## src/rtl/dmem_arb_pkg.sv

```systemverilog
// Shared types and helpers for the data-memory arbiter.
package dmem_arb_pkg;

  typedef enum logic {
    IDLE    = 1'b0,
    RD_WAIT = 1'b1
  } state_t;

  typedef enum logic {
    REQ_C = 1'b0,
    REQ_H = 1'b1
  } req_id_t;

  typedef struct packed {
    logic [31:0] addr;
    logic        rd;
    logic        wr;
    logic [3:0]  be;
    logic [31:0] wdata;
  } port_req_t;

  // True when the byte address has bits set above the RAM's word-address span.
  function automatic logic addr_oob(input logic [31:0] addr, input int unsigned aw);
    logic [31:0] hi;
    hi = addr >> (aw + 2);
    return hi != '0;
  endfunction

endpackage

```

## src/rtl/arb_rr2.sv

```systemverilog
// Two-way round-robin picker; last_grant only moves when the caller commits a grant.
module arb_rr2 import dmem_arb_pkg::*; (
  input  logic       clk,
  input  logic       rstb,
  input  logic [1:0] req,
  input  logic       advance,
  output req_id_t    grant_id,
  output logic       grant_valid
);

  req_id_t last_grant_q;

  always_comb begin
    grant_valid = |req;
    grant_id    = REQ_C;
    if (req == 2'b11) begin
      grant_id = (last_grant_q == REQ_C) ? REQ_H : REQ_C;
    end else if (req[REQ_H]) begin
      grant_id = REQ_H;
    end
  end

  // Reset to H so the core wins the first tie.
  always_ff @(posedge clk or negedge rstb) begin
    if (!rstb) begin
      last_grant_q <= REQ_H;
    end else if (advance) begin
      last_grant_q <= grant_id;
    end
  end

endmodule

```

## src/rtl/dmem_arb.sv

```systemverilog
// Core/host arbiter in front of a single-port synchronous data RAM: zero-wait writes,
// fixed-latency reads, range and protocol error flags.
module dmem_arb import dmem_arb_pkg::*; #(
  parameter int unsigned AW     = 14,
  parameter int unsigned RD_LAT = 1
) (
  input  logic          clk,
  input  logic          rstb,
  input  logic [31:0]   c_addr,
  input  logic          c_rd_req,
  input  logic          c_wr_req,
  input  logic [3:0]    c_be,
  input  logic [31:0]   c_wr_data,
  output logic          c_rd_ready,
  output logic          c_wr_ready,
  output logic [31:0]   c_rd_data,
  input  logic [31:0]   h_addr,
  input  logic          h_rd_req,
  input  logic          h_wr_req,
  input  logic [3:0]    h_be,
  input  logic [31:0]   h_wr_data,
  output logic          h_rd_ready,
  output logic          h_wr_ready,
  output logic [31:0]   h_rd_data,
  output logic          ram_en,
  output logic [3:0]    ram_we,
  output logic [AW-1:0] ram_addr,
  output logic [31:0]   ram_wdata,
  input  logic [31:0]   ram_rdata,
  output logic          range_err,
  output logic          proto_err
);

  localparam int unsigned CW = $clog2(RD_LAT + 1);

  port_req_t     c_req, h_req, win;
  logic          win_oob;
  req_id_t       grant_id;
  logic          grant_valid, advance;

  state_t        state_q, state_d;
  logic [CW-1:0] lat_q, lat_d;
  req_id_t       owner_q, owner_d;
  logic          range_hit_q, range_hit_d;
  logic          range_err_q, range_err_d;
  logic          proto_err_q, proto_err_d;

  assign c_req = '{addr: c_addr, rd: c_rd_req, wr: c_wr_req, be: c_be, wdata: c_wr_data};
  assign h_req = '{addr: h_addr, rd: h_rd_req, wr: h_wr_req, be: h_be, wdata: h_wr_data};

  assign win       = (grant_id == REQ_C) ? c_req : h_req;
  assign win_oob   = addr_oob(win.addr, AW);
  assign ram_addr  = win.addr[AW+1:2];
  assign ram_wdata = win.wdata;
  assign range_err = range_err_q;
  assign proto_err = proto_err_q;

  arb_rr2 u_rr (
    .clk         (clk),
    .rstb        (rstb),
    .req         ({h_req.rd | h_req.wr, c_req.rd | c_req.wr}),
    .advance     (advance),
    .grant_id    (grant_id),
    .grant_valid (grant_valid)
  );

  always_comb begin
    state_d     = state_q;
    lat_d       = lat_q;
    owner_d     = owner_q;
    range_hit_d = range_hit_q;
    range_err_d = range_err_q;
    proto_err_d = proto_err_q | (c_rd_req & c_wr_req) | (h_rd_req & h_wr_req);
    advance     = 1'b0;
    ram_en      = 1'b0;
    ram_we      = '0;
    c_rd_ready  = 1'b0;
    c_wr_ready  = 1'b0;
    h_rd_ready  = 1'b0;
    h_wr_ready  = 1'b0;
    c_rd_data   = '0;
    h_rd_data   = '0;

    unique case (state_q)
      IDLE: begin
        if (grant_valid) begin
          advance     = 1'b1;
          ram_en      = ~win_oob;
          range_err_d = range_err_q | win_oob;
          // Write takes priority when a requester raises both strobes.
          if (win.wr) begin
            ram_we = win_oob ? 4'h0 : win.be;
            if (grant_id == REQ_C) c_wr_ready = 1'b1;
            else                   h_wr_ready = 1'b1;
          end else if (win.rd) begin
            owner_d     = grant_id;
            lat_d       = CW'(RD_LAT - 1);
            range_hit_d = win_oob;
            state_d     = RD_WAIT;
          end
        end
      end
      RD_WAIT: begin
        if (lat_q == '0) begin
          state_d = IDLE;
          if (owner_q == REQ_C) begin
            c_rd_ready = 1'b1;
            c_rd_data  = range_hit_q ? 32'h0 : ram_rdata;
          end else begin
            h_rd_ready = 1'b1;
            h_rd_data  = range_hit_q ? 32'h0 : ram_rdata;
          end
        end else begin
          lat_d = lat_q - 1'b1;
        end
      end
    endcase

    // Keep the RAM and both requesters quiet while reset is asserted.
    if (!rstb) begin
      ram_en     = 1'b0;
      ram_we     = '0;
      c_rd_ready = 1'b0;
      c_wr_ready = 1'b0;
      h_rd_ready = 1'b0;
      h_wr_ready = 1'b0;
      c_rd_data  = '0;
      h_rd_data  = '0;
    end
  end

  always_ff @(posedge clk or negedge rstb) begin
    if (!rstb) begin
      state_q     <= IDLE;
      lat_q       <= '0;
      owner_q     <= REQ_C;
      range_hit_q <= 1'b0;
      range_err_q <= 1'b0;
      proto_err_q <= 1'b0;
    end else begin
      state_q     <= state_d;
      lat_q       <= lat_d;
      owner_q     <= owner_d;
      range_hit_q <= range_hit_d;
      range_err_q <= range_err_d;
      proto_err_q <= proto_err_d;
    end
  end

endmodule

```

## config.mk

```make
export PLATFORM = sky130hd
export DESIGN_NAME = dmem_arb
export DESIGN_NICKNAME = d
export VERILOG_FILES = /design/src/rtl/dmem_arb_pkg.sv /design/src/rtl/arb_rr2.sv /design/src/rtl/dmem_arb.sv
export SDC_FILE = /design/constraint.sdc
export NUM_CORES = 1
export LEC_CHECK = 0
export BUFFER_PORTS_ARGS = -buffer_cell sky130_fd_sc_hd__buf_2
export CELL_PAD_IN_SITES_DETAIL_PLACEMENT = 0
export CELL_PAD_IN_SITES_GLOBAL_PLACEMENT = 2
export CORE_ASPECT_RATIO = 0.6
export CORE_UTILIZATION = 10
export CTS_BUF_LIST = sky130_fd_sc_hd__clkbuf_8
export DETAILED_ROUTE_END_ITERATION = 7
export HOLD_SLACK_MARGIN = 0.05
export PLACE_DENSITY_LB_ADDON = 0.1
export SYNTH_ARGS = -nofsm -noshare
export SYNTH_HDL_FRONTEND = slang
export SYNTH_SLANG_ARGS = --single-unit
```

## constraint.sdc

```tcl
create_clock -name clk -period 2.71 [get_ports clk]
set_input_delay 0 -clock clk [delete_from_list [all_inputs] [get_ports clk]]
set_output_delay 0 -clock clk [all_outputs]
set_load 0.01 [all_outputs]
```

# == Word level (Yosys, flattened, before mapping) ==
# Cells that the tools add are included.
# word_totals
reg_bits,7
in_bits,174
# classes
addsub,1
eq_ne,4
muxes,51
bitwise,10
reduce_logical,5
# op_table
op,count
$mux W32,9
$mux W70,1
$mux W1,34
$reduce_bool A32 Y1,1
$mux W4,5
$ne A2 B2 Y1 const B,3
$or A1 B1 Y1,5
$pmux W1 S2,2
$reduce_and A4 Y1,1
$not A1 Y1,3
$reduce_and A3 Y1,1
$and A1 B1 Y1,2
$eq A2 B2 Y1 const B,1
$reduce_and A2 Y1,1
$reduce_or A2 Y1,1
$sub A1 B1 Y1 const B,1

# == Logic depth before layout (Yosys ltp) ==
# logic_depth
depth_word,10
ltp_mapped,6

# == Modules after synthesis ==
# From an unflattened synthesis, not the netlist that was laid out.
# hier_totals
cells_unflattened,211
hier_area_um2,1547.7
# modules_own_cells
mod,n_inst,cells_each,area_per_inst_um2,seq_area_each_um2
dmem_arb,1,207,1488.9,125.1
arb_rr2,1,4,58.8,26.3

# == Worst setup path after synthesis ==
# OpenSTA, ideal clock, no wires.
# synth_path
path_type,register to register
start,reg u_rr.last_grant_q
end,reg range_hit_q
setup_time_ns,0.125
arrival_time_ns,1.342
slack_ns,1.243
path_stages_with_launch,5
path_buffers,0
period_less_slack_ns,1.467
path_cell_list,dfstp_2 > o21ai_2 > o21ai_2 > mux2_4 > mux2_2
# synth_via
elab_chain_cells,5
word_cells_on_any_way,6
classes_between,3 x mux; 1 x bitwise; 2 x reduce/logical
# synth_lines
element,line_no,text
from (decl),arb_rr2.sv:11,req_id_t last_grant_q;
from (signal assigned),arb_rr2.sv:28,last_grant_q <= grant_id;
$mux W1 *,arb_rr2.sv:17,grant_id = (last_grant_q == REQ_C) ? REQ_H : REQ_C;
$mux W1 *,arb_rr2.sv:16,if (req == 2'b11) begin
$mux W70 *,dmem_arb.sv:51,assign win = (grant_id == REQ_C) ? c_req : h_req;
"parallel branches: the longest is 2 deep, another holds $reduce_bool A32 Y1",--,
to (signal assigned),dmem_arb.sv:144,range_hit_q <= range_hit_d;
to (decl),dmem_arb.sv:44,"logic range_hit_q, range_hit_d;"
# Every way passes the cells marked *.
# A chain may end at the register's enable or synchronous reset.

# == Worst setup path in the final report ==
# layout_path
start,reg u_rr.last_grant_q
end,out ram_we[0]
# layout_via
elab_chain_cells,9
# layout_lines
element,line_no,text
$mux W1 *,arb_rr2.sv:17,
$mux W1 *,arb_rr2.sv:16,
$mux W70 *,dmem_arb.sv:51,
$reduce_bool A32 Y1,dmem_arb_pkg.sv:26,return hi != '0;
$mux W4,dmem_arb.sv:92,ram_we = win_oob ? 4'h0 : win.be;
$mux W4 *,dmem_arb.sv:91,if (win.wr) begin
$mux W4 *,dmem_arb.sv:86,if (grant_valid) begin
$mux W4 *,dmem_arb.sv:84,unique case (state_q)
$mux W4 *,dmem_arb.sv:120,if (!rstb) begin
to (decl),dmem_arb.sv:26,"output logic [3:0] ram_we,"
# Mark *: on every way between the ends. The rest lies on a longest branch, timed or not.

==> Flow_metrics.wiki <==
{| class="wikitable"
! Metric !! Value
|-
| Prevailing post-synth register cell || sky130_fd_sc_hd__dfrtp_1
|-
| Number of global-route vias before repair || 2707
|-
| Peak Freq || roughly 520 MHz
|-
| Required time of the critical path || approximately 2.7 ns
|-
| Period minus WS final || ~1.9 ns
|-
| Post-detail-place hpwl || roughly 7.2 mm
|-
| Maximum clock path buffer count || 2
|-
| Setup-failing EPs final || 0
|-
| Remaining number of nets flagged by the antenna check after routing || 0
|-
| Number of synthesis warnings || 0
|-
| Final routed wire length divided by cell count || about 11 um
|-
| Total number of vias || 2958
|-
| Share of the synthesized area in the top cell type || 0.3506
|-
| Number of diodes || 0
|-
| DRT iter0 DRCs || between 100 and 150
|-
| Insertion delay to the later sink of the worst-skew pair || about 0.22 ns
|-
| Aggregate routed wire length || approximately 8.7 mm
|-
| Num rows || 34
|-
| Max-slew headroom || 0.4318
|-
| Num Clock Sinks || 6
|-
| Number of pins exceeding their max-slew limit in the final report || 0
|-
| Global-route wire length before repair || 13.31 mm
|-
| Area added between synthesis and finish || 114.4%
|-
| Buffer count from post-CTS setup fixing || 0
|-
| Total number of nets in the final design || 760
|-
| Gate count after technology mapping || 305
|-
| Root buf cell || sky130_fd_sc_hd__clkbuf_8
|-
| Clock skew || approximately 0.005 ns
|-
| Fraction of layout instances using a drive strength above 1 || 0.5197
|-
| CP delay by family, top || flip-flops
|-
| Async set or reset register ratio after synthesis || 1.000
|-
| Most frequent cells after synthesis || sky130_fd_sc_hd__nand2_1, sky130_fd_sc_hd__nor2_1, sky130_fd_sc_hd__nand2b_1, sky130_fd_sc_hd__clkbuf_1, sky130_fd_sc_hd__nor4_1
|-
| Global placer's final weighted congestion || about 0.79
|-
| Aggregate global routing overflow || 0
|-
| Share of the clock period used by the worst path || 0.7144
|-
| Antenna violations before repair || 0
|-
| Count of input and output buffers || 290
|-
| Number of library cell types mapped by synthesis || 26
|-
| Number of buffers created by CTS || 3
|-
| Starting utilization of the core area || 0.1030
|-
| Total global routing track utilization || 0.1047
|-
| Pin count of the biggest net entering global routing || between 40 and 50
|-
| Worst EP arrival || slightly below 2 ns
|-
| Setup Crit Path Kind || reg -> out
|-
| Cell breakdown of the critical path || o21ai_2 -> o21ai_4 -> mux2_4 -> nor3_1 -> buf_2
|-
| Core region area || ~0.015 mm2
|-
| Synthesized area per cell || about 5 um2
|-
| Worst path depth || 5
|-
| Largest area contributor in the netlist || sky130_fd_sc_hd__nand2_1
|-
| Hold-critical path depth || 2
|-
| Leakage power || between 1.5 and 2 nW
|-
| Number of gates given a new drive strength after cts || 0
|-
| Fin util || 0.2209
|-
| Status || finished clean
|-
| Number of cell instances on the worst register-to-register path || 4
|-
| Worst ir drop on vdd || between 0.00015 and 0.0002 V
|-
| Pre-antenna DRT Iters || 4
|-
| Filler Cell Count || between 1500 and 2000
|-
| Width of the chip || roughly 160 um
|-
| Clock-pin slew on the worst setup and hold paths || around 0.030 ns
|-
| Post-synthesis register bit count || 6
|-
| Nature of the critical path startpoint || flop
|-
| Chip height || 96.84 um
|-
| H-tree levels || 1
|-
| Net count after synthesis || between 400 and 500
|-
| Power per cell area || between 300 and 400 mW/mm2
|-
| Fin. Hold Viols || 0
|-
| Layer with the highest usage after global routing || met2
|-
| Number of top-level pins || between 200 and 300
|-
| Buffers and inverters on the worst path || 1
|-
| CTS tree || done
|-
| Worst path slowest cell || sky130_fd_sc_hd__dfstp_2
|-
| Met3 demand-to-capacity share in global routing || 0.02187
|-
| Most area-consuming cells after synthesis || sky130_fd_sc_hd__nand2_1, sky130_fd_sc_hd__nor2_1, sky130_fd_sc_hd__nand2b_1, sky130_fd_sc_hd__dfrtp_1, sky130_fd_sc_hd__nor4_1
|-
| Sequential cell area fraction in the yosys report || 0.1010
|-
| Setup TNS after final layout || 0 ns
|-
| Transition time at the pin with the least slew margin || 0.8523 ns
|-
| Total die area || 0.01550 mm2
|-
| Post-synth EDFFs || 0
|-
| Dominant cell by count in the synthesized netlist || sky130_fd_sc_hd__nand2_1
|-
| Setup repair after global routing missed its margin || no
|-
| Peak fanout along the critical path || 24
|-
| Peak per-stage delay on the critical path || approximately 0.55 ns
|-
| Routed via count divided by cell count || 3.778
|-
| Global routing usage on met1 || 0.1199
|-
| Worst Setup End Kind || primary output
|-
| Residual DRC || 0
|-
| Class of the tightest hold or removal check || in -> reg
|-
| Cell Area, Synth || between 0.001 and 0.0015 mm2
|-
| Reg-to-reg slack, setup || roughly 0.99 ns
|-
| Total of max-cap violations || 0
|-
| Met2 Use GR || 0.2010
|}
[cells in the final DEF, fill, tap and decap left out]
master	n
sky130_fd_sc_hd__buf_4	4
sky130_fd_sc_hd__a221o_1	1
sky130_fd_sc_hd__and3_1	2
sky130_fd_sc_hd__mux2_2	2
sky130_fd_sc_hd__nand4bb_1	1
sky130_fd_sc_hd__nor2b_1	1
sky130_fd_sc_hd__nor2_1	67
sky130_fd_sc_hd__dlygate4sd3_1	1
sky130_fd_sc_hd__inv_1	4
sky130_fd_sc_hd__mux2i_1	4
sky130_fd_sc_hd__o21ai_4	1
sky130_fd_sc_hd__o221ai_1	1
sky130_fd_sc_hd__nand2_1	140
sky130_fd_sc_hd__nand2b_1	33
sky130_fd_sc_hd__nor3_1	4
sky130_fd_sc_hd__dfstp_2	1
sky130_fd_sc_hd__a21oi_1	1
sky130_fd_sc_hd__clkbuf_8	3
sky130_fd_sc_hd__nor4_1	9
sky130_fd_sc_hd__o21ai_2	1
sky130_fd_sc_hd__o21a_2	1
sky130_fd_sc_hd__o21ai_0	2
sky130_fd_sc_hd__buf_2	290
sky130_fd_sc_hd__mux2_4	1
sky130_fd_sc_hd__nand3b_1	1
sky130_fd_sc_hd__nand4_1	2
sky130_fd_sc_hd__dfrtp_1	5
sky130_fd_sc_hd__nand3_1	1
sky130_fd_sc_hd__a21o_1	1
[per-layer routing]
layer  vias to the layer above  routed length [um]
met5                         -                   0
met2                       155                4466
li1                       1512                   -
met4                         0                  40
met3                         2                 737
met1                      1289                3471
[state kept, by name (all words and copies together) (netlist names)]
register,cells
u_rr.last_grant_q,1
range_err,1
proto_err,1
range_hit_q,1
state_q,1
owner_q,1
[logic make-up after synthesis]
group,after synthesis,synth area share
AND/OR/NAND/NOR,261,0.7437
buffers and inverters,22,0.05926
AO/OA/AOI/OAI,9,0.04424
multiplexers,7,0.05175
flip-flops,6,0.1010
[where the power goes]
group / switching, W / leakage [nW] / internal, W
combinational: 0.000488 / 1.88 / 0.000344
sequential: 0.0000165 / 0.0616 / 0.000112
clock: 0.0000392 / 0.0269 / 0.0000973
total: 0.000544 / 1.97 / 0.000553
[per-stage QoR]
step	instances	total power (W)	setup WS, ns	hold WS, ns	area, um2
finish	783	0.001097	0.7739	0.09949	3214
CTS	783	0.001120	0.7013	0.09441	3214
detailed placement	778	0.0009753	0.9449	-0.1339	3159
global placement	778	0.0009854	0.8750	-0.1348	3159
global route	783	0.001222	0.6180	0.1128	3214
floorplan	305	0.0005893	1.243	-0.2956	1499
[final timing paths]
path,from,end
max reg2reg,u_rr.last_grant_q,range_hit_q
max in group asynchronous,rstb,u_rr.last_grant_q
max,u_rr.last_grant_q,ram_we[0]
min,c_rd_req,proto_err
min in group asynchronous,rstb,range_err
min reg2reg,range_err,range_err
[final cells by class]
type | instances | area, um2 | share of cell area
Sequential cell | 6 | 151.4 | 0.04710
Multi-Input combinational cell | 277 | 1267 | 0.3943
Inverter | 3 | 11.26 | 0.003503
Tap cell | 198 | 247.7 | 0.07707
Timing Repair Buffer | 295 | 1491 | 0.4640
Clock buffer | 3 | 41.29 | 0.01285
Clock inverter | 1 | 3.754 | 0.001168
[repair_timing]
item | CTS | global route
endpoints found under the setup margin | 0 | 0
hold buffers | 1 | 0
endpoints found under the hold margin | 6 | 0
No activity file was read; power rests on OpenSTA's default activity.
